## config.mk

```make
export PLATFORM = sky130hd
export DESIGN_NAME = mips_ex_muldiv_seq
export DESIGN_NICKNAME = d
export VERILOG_FILES = /design/src/rtl/mips_ex_muldiv_seq_pkg.sv /design/src/rtl/mips_ex_muldiv_step.sv /design/src/rtl/mips_ex_muldiv_seq.sv
export SDC_FILE = /design/constraint.sdc
export NUM_CORES = 1
export LEC_CHECK = 0
export ABC_AREA = 1
export BUFFER_PORTS_ARGS = -buffer_cell sky130_fd_sc_hd__buf_2
export CAP_MARGIN = 20
export CORE_ASPECT_RATIO = 1.5
export CORE_MARGIN = 5
export CORE_UTILIZATION = 40
export DETAILED_ROUTE_END_ITERATION = 6
export HOLD_SLACK_MARGIN = 0.06
export PLACE_DENSITY = 0.61
export SYNTH_ARGS = -nofsm -noshare
export SYNTH_HDL_FRONTEND = slang
export SYNTH_HIERARCHICAL = 1
export SYNTH_SLANG_ARGS = --single-unit
export TNS_END_PERCENT = 50
```

## constraint.sdc

```tcl
create_clock -name clock -period 3 [get_ports clock]
set_clock_uncertainty 0.2 [all_clocks]
set_input_delay 0.45 -clock clock [delete_from_list [all_inputs] [get_ports clock]]
set_output_delay 0.45 -clock clock [all_outputs]
set_load 0.01 [all_outputs]
```

## src/rtl/mips_ex_muldiv_seq_pkg.sv

```systemverilog
// Shared encodings for the EX-stage multiply/divide sequencer: issue opcodes,
// FSM states and step-datapath modes.
package mips_ex_muldiv_seq_pkg;

  localparam int WIDTH_DEFAULT = 32;

  localparam logic [2:0] OP_MULT  = 3'd0;
  localparam logic [2:0] OP_MULTU = 3'd1;
  localparam logic [2:0] OP_DIV   = 3'd2;
  localparam logic [2:0] OP_DIVU  = 3'd3;
  localparam logic [2:0] OP_MTHI  = 3'd4;
  localparam logic [2:0] OP_MTLO  = 3'd5;
  localparam logic [2:0] OP_MFHI  = 3'd6;
  localparam logic [2:0] OP_MFLO  = 3'd7;

  localparam logic [1:0] ST_IDLE = 2'd0;
  localparam logic [1:0] ST_MUL  = 2'd1;
  localparam logic [1:0] ST_DIV  = 2'd2;
  localparam logic [1:0] ST_FIX  = 2'd3;

  localparam logic MODE_MUL = 1'b0;
  localparam logic MODE_DIV = 1'b1;

endpackage

```

## src/rtl/mips_ex_muldiv_step.sv

```systemverilog
// One iteration of shift-add multiply or restoring divide; purely combinational,
// zero latency, no flow control.
module mips_ex_muldiv_step
  import mips_ex_muldiv_seq_pkg::*;
#(
  parameter int WIDTH = WIDTH_DEFAULT
) (
  input  logic             mode,
  input  logic [WIDTH-1:0] acc_hi_in,
  input  logic [WIDTH-1:0] acc_lo_in,
  input  logic [WIDTH-1:0] opnd,
  output logic [WIDTH-1:0] acc_hi_out,
  output logic [WIDTH-1:0] acc_lo_out
);

  logic [WIDTH:0] add_sum;
  logic [WIDTH:0] shifted;
  logic [WIDTH:0] trial;

  always_comb begin
    // Multiply: acc_hi is the partial product, acc_lo holds the unconsumed multiplier bits.
    add_sum = {1'b0, acc_hi_in} + (acc_lo_in[0] ? {1'b0, opnd} : {(WIDTH+1){1'b0}});
    // Divide: acc_hi is the remainder, acc_lo shifts dividend bits out and quotient bits in.
    shifted = {acc_hi_in, acc_lo_in[WIDTH-1]};
    trial   = shifted - {1'b0, opnd};

    if (mode == MODE_MUL) begin
      acc_hi_out = add_sum[WIDTH:1];
      acc_lo_out = {add_sum[0], acc_lo_in[WIDTH-1:1]};
    end else if (!trial[WIDTH]) begin
      acc_hi_out = trial[WIDTH-1:0];
      acc_lo_out = {acc_lo_in[WIDTH-2:0], 1'b1};
    end else begin
      acc_hi_out = shifted[WIDTH-1:0];
      acc_lo_out = {acc_lo_in[WIDTH-2:0], 1'b0};
    end
  end

endmodule

```

## src/rtl/mips_ex_muldiv_seq.sv

```systemverilog
// EX-stage mul/div sequencer owning HI/LO; results land WIDTH+2 cycles after issue.
// Any mul/div-class issue while busy raises stall until the sequencer is idle again.
module mips_ex_muldiv_seq
  import mips_ex_muldiv_seq_pkg::*;
#(
  parameter int WIDTH = WIDTH_DEFAULT
) (
  input  logic             clock,
  input  logic             reset_n,
  input  logic             flush,
  input  logic             issueValid,
  input  logic [2:0]       issueOp,
  input  logic [WIDTH-1:0] rs,
  input  logic [WIDTH-1:0] rt,
  output logic             stall,
  output logic             busy,
  output logic [WIDTH-1:0] mfResult,
  output logic [WIDTH-1:0] hi,
  output logic [WIDTH-1:0] lo
);

  localparam int CW = $clog2(WIDTH);

  logic [1:0]       state;
  logic [CW-1:0]    count;
  logic             sa;
  logic             sb;
  logic             div_op;
  logic             div_zero;
  logic [WIDTH-1:0] orig_rs;
  logic [WIDTH-1:0] acc_hi;
  logic [WIDTH-1:0] acc_lo;
  logic [WIDTH-1:0] opnd;

  logic [WIDTH-1:0]   step_hi;
  logic [WIDTH-1:0]   step_lo;
  logic               signed_op;
  logic [WIDTH-1:0]   mag_rs;
  logic [WIDTH-1:0]   mag_rt;
  logic [2*WIDTH-1:0] prod;
  logic [2*WIDTH-1:0] prod_fix;
  logic [WIDTH-1:0]   quo_fix;
  logic [WIDTH-1:0]   rem_fix;

  mips_ex_muldiv_step #(.WIDTH(WIDTH)) u_step (
    .mode       (div_op ? MODE_DIV : MODE_MUL),
    .acc_hi_in  (acc_hi),
    .acc_lo_in  (acc_lo),
    .opnd       (opnd),
    .acc_hi_out (step_hi),
    .acc_lo_out (step_lo)
  );

  always_comb begin
    signed_op = (issueOp == OP_MULT) || (issueOp == OP_DIV);
    mag_rs    = (signed_op && rs[WIDTH-1]) ? -rs : rs;
    mag_rt    = (signed_op && rt[WIDTH-1]) ? -rt : rt;

    prod     = {acc_hi, acc_lo};
    prod_fix = (sa ^ sb) ? -prod : prod;
    quo_fix  = (sa ^ sb) ? -acc_lo : acc_lo;
    rem_fix  = sa ? -acc_hi : acc_hi;
  end

  assign stall = issueValid && (state != ST_IDLE);

  always_comb begin
    mfResult = '0;
    if (issueValid && (state == ST_IDLE)) begin
      if (issueOp == OP_MFHI) begin
        mfResult = hi;
      end else if (issueOp == OP_MFLO) begin
        mfResult = lo;
      end
    end
  end

  always_ff @(posedge clock or negedge reset_n) begin
    if (!reset_n) begin
      state    <= ST_IDLE;
      busy     <= 1'b0;
      count    <= '0;
      sa       <= 1'b0;
      sb       <= 1'b0;
      div_op   <= 1'b0;
      div_zero <= 1'b0;
      orig_rs  <= '0;
      acc_hi   <= '0;
      acc_lo   <= '0;
      opnd     <= '0;
      hi       <= '0;
      lo       <= '0;
    end else if (flush) begin
      state <= ST_IDLE;
      busy  <= 1'b0;
    end else begin
      case (state)
        ST_IDLE: begin
          if (issueValid) begin
            case (issueOp)
              OP_MULT, OP_MULTU, OP_DIV, OP_DIVU: begin
                sa       <= signed_op && rs[WIDTH-1];
                sb       <= signed_op && rt[WIDTH-1];
                div_op   <= issueOp[1];
                div_zero <= (rt == '0);
                orig_rs  <= rs;
                acc_hi   <= '0;
                // Divider consumes the dividend from acc_lo; multiplier consumes the multiplier.
                acc_lo   <= issueOp[1] ? mag_rs : mag_rt;
                opnd     <= issueOp[1] ? mag_rt : mag_rs;
                count    <= '0;
                state    <= issueOp[1] ? ST_DIV : ST_MUL;
                busy     <= 1'b1;
              end
              OP_MTHI: hi <= rs;
              OP_MTLO: lo <= rs;
              default: ;
            endcase
          end
        end
        ST_MUL, ST_DIV: begin
          acc_hi <= step_hi;
          acc_lo <= step_lo;
          count  <= count + CW'(1);
          if (count == CW'(WIDTH-1)) begin
            state <= ST_FIX;
          end
        end
        ST_FIX: begin
          if (!div_op) begin
            {hi, lo} <= prod_fix;
          end else if (div_zero) begin
            lo <= '1;
            hi <= orig_rs;
          end else begin
            lo <= quo_fix;
            hi <= rem_fix;
          end
          state <= ST_IDLE;
          busy  <= 1'b0;
        end
        default: begin
          state <= ST_IDLE;
          busy  <= 1'b0;
        end
      endcase
    end
  end

endmodule

```

==> reports/metrics.cfg <==
[pwr]
p_leak_nw = 13.1
ir_drop_uv = 981
power_density_nw_per_um2 = 1190

[job]
drv_cap = 0

[worst_setup_path]
crit_type = reg -> reg
crit_fanout = 10
cp-end-kind = register
arrival_ns = 3.18
cp.required_ns = 3.22
crit_path_start_kind = register

[cells_and_area]
fillers = 5836
fin_nets = 4098
drive_gt1_share_pct = 14.5
antennaDiodeCount = 0
design_area_um2 = 25000
area_growth_pct = 17.6

[clock_network]
cts_tree = yes
h-tree-depth = 1
cts_max_path_buffers = 3
clock-root-buffer = clkbuf_16
clkTransAtPathRegs_ns = 0.07
numCtsBuffers = 21
clock_sinks = 204
clock_latency_ns = 0.54

[sta]
rsz0062_at_grt = true
tightest_slew_ns = 0.810
min_period_ns = 2.96
worst_slack_ns = 0.0414
maxSlewViolCount = 0
fmax_mhz = 338
fin_crit_sh_pct = 98.6
setup_violations = 0
slew_headroom_pct = 45.8
hold_viol = 0

[synth]
syn_area_um2 = 21200
ys_ff_latch = 204
synth-seq-area-share_pct = 24.0
avgSynthCellArea_um2 = 5.77
async_reset_ff_share_pct = 100
ys_types = 56
synth_warnings = 6
synth_edf_count = 0
synth_ff_type = dfrtp_1
synthCells = 3680
synth_fp_nets = 3825

[worst_hold_path]
hp-class = in -> reg

[floorplan]
die_w_um = 198
fp.dieH_um = 292
core.rowCount = 103
ioPinCount = 169
dieArea_um2 = 57900
start_util_pct = 40.4
coreArea_um2 = 52600

[detailed_routing]
drc = 6
drt_first_pass_iters = 7
vias = 25736
drt-initial-drc-count = 2454
vias_per_cell = 5.53
postRouteAntennaNets = 0
routedWlPerCell_um = 22.3
finalWirelength_mm = 104

[grt]
grtUsageTotal_pct = 34.8
antenna_found_initial = 0
grt_pass1_vias = 24635
grt_max_degree = 96
grt.overflow.total = 0
grt_pass1_wl_mm = 153

[status]
status = complete, but fails checks
violations = DRC

[placed_design]
dpl.hpwl_mm = 84.6
place_ws_ns = -0.0389
globalplace.congestion = 1.10
numPortBuffers = 168
dpl_cell_area_um2 = 24000

-- layer usage --
metal	up-vias	global-route usage, %	part of all wire, %
li1	12348	-	-
met1	11791	39.1	36
met2	1205	56.7	46
met3	392	4.72	6.7
met4	0	31.2	12
met5	-	0	0
-- repair_timing --
action / in CTS / in global routing
buffers inserted: 0 / 9
endpoints found under the hold margin: 49 / 0
setup endpoints to repair: 5 / 33
hold buffers: 2 / 0
pin swaps: 0 / 6
gates resized for setup: 4 / 60
-- report_power, final --
part | total (W) | switching [W] | internal [W]
registers | 0.00572 | 0.00170 | 0.00402
clock network | 0.00282 | 0.00125 | 0.00157
logic | 0.0212 | 0.0141 | 0.00703
total | 0.0297 | 0.0171 | 0.0126
-- layout by cell type (no fill, tap or decap), drive strengths merged, types with 4 or more instances in the layout --
cell,netlist,final
xnor2,13,13
nor2,493,493
buf,70,381
or2,15,15
o31ai,9,9
o21ai,267,267
nand4,42,42
nor3,20,20
clkinv,3,7
o21a,7,7
a21oi,236,236
dfrtp,204,204
nand2,1216,1216
o21bai,6,6
clkbuf,64,30
inv,435,437
o211ai,26,26
a21o,4,4
nand3b,26,26
and2,5,5
ha,72,72
nand3,372,372
xor2,46,46
o221ai,4,4
-- layout make-up --
class                      instances  area, um^2  area share [%]
sequential                       204        5120            20.5
clock inverter                     9         109           0.436
timing repair buffer             384        2620            10.5
clock buffer                      29         596            2.38
tap                              682         853            3.42
multi-input combinational       2904       14000            56.2
inverter                         438        1640            6.58
-- metrics by stage --
| step | total power, W | std cells | setup TNS [ns] | util, % | hold WS, ns |
|---|---|---|---|---|---|
| after floorplan | 0.0178 | 3680 | 0 | - | -0.0456 |
| after global placement | 0.0258 | 4601 | -0.111 | 45.6 | 0.262 |
| after detailed placement | 0.0258 | 4601 | -0.0900 | 45.6 | 0.261 |
| after CTS | 0.0288 | 4641 | 0 | 47.0 | 0.121 |
| after global routing | 0.0317 | 4650 | -0.0545 | 47.5 | 0.136 |
| final | 0.0297 | 4650 | 0 | 47.5 | 0.134 |
-- kinds of logic (layout without fill, tap and decap cells) --
group,Yosys count,count (layout),synth area share (%)
AND/OR/NAND/NOR,2195,2195,43.6
AO/OA/AOI/OAI,575,575,14.7
multiplexers,1,1,0.0471
buffers and inverters,572,860,10.7
adder cells (fa/ha/maj),74,74,4.43
flip-flops,204,204,24.0
XOR/XNOR,59,59,2.43
-- cell usage after synthesis, types with 31 or more instances --
master | instances | share of area, %
a21oi_1 | 231 | 5.4
buf_2 | 34 | 0.80
clkbuf_1 | 64 | 1.1
dfrtp_1 | 204 | 24
ha_1 | 72 | 4.2
inv_1 | 419 | 7.4
nand2_1 | 1176 | 21
nand3_1 | 367 | 8.6
nand4_1 | 42 | 1.2
nor2_1 | 473 | 8.4
o21ai_0 | 228 | 5.4
o21ai_1 | 31 | 0.73
xor2_1 | 46 | 1.9
-- path summary, 6_finish.rpt --
check,cells after the start,slack [ns],startpoint,to
setup / recovery,13,0.04,opnd[28],acc_lo[0]
hold / removal,4,0.13,issueOp[2],orig_rs[0]
setup reg to reg,13,0.04,opnd[28],acc_lo[0]
hold reg to reg,2,0.29,orig_rs[13],orig_rs[13]
max in group asynchronous,3,1.63,reset_n,lo[27]
min in group asynchronous,2,0.27,reset_n,acc_lo[11]
-- sequential cells by signal, summed over array words and instances, names as in the netlist --
name	cells
opnd	32
state	2
lo	32
div_op	1
acc_lo	32
busy	1
div_zero	1
orig_rs	32
sa	1
count	5
hi	32
sb	1
acc_hi	32
-- worst max-delay path, cell delays in order, from the launching register on --
cell	delay, ns
dfrtp_1	0.55
inv_1	0.15
ha_1	0.37
nand2_1	0.11
nor2_1	0.07
nand2_1	0.13
inv_1	0.09
a21oi_4	0.27
nand2_4	0.12
nand2_8	0.12
nand3_2	0.16
o21ai_0	0.14
o22ai_1	0.11
a21oi_1	0.23
Note: power is estimated with default switching activity, not from simulation.
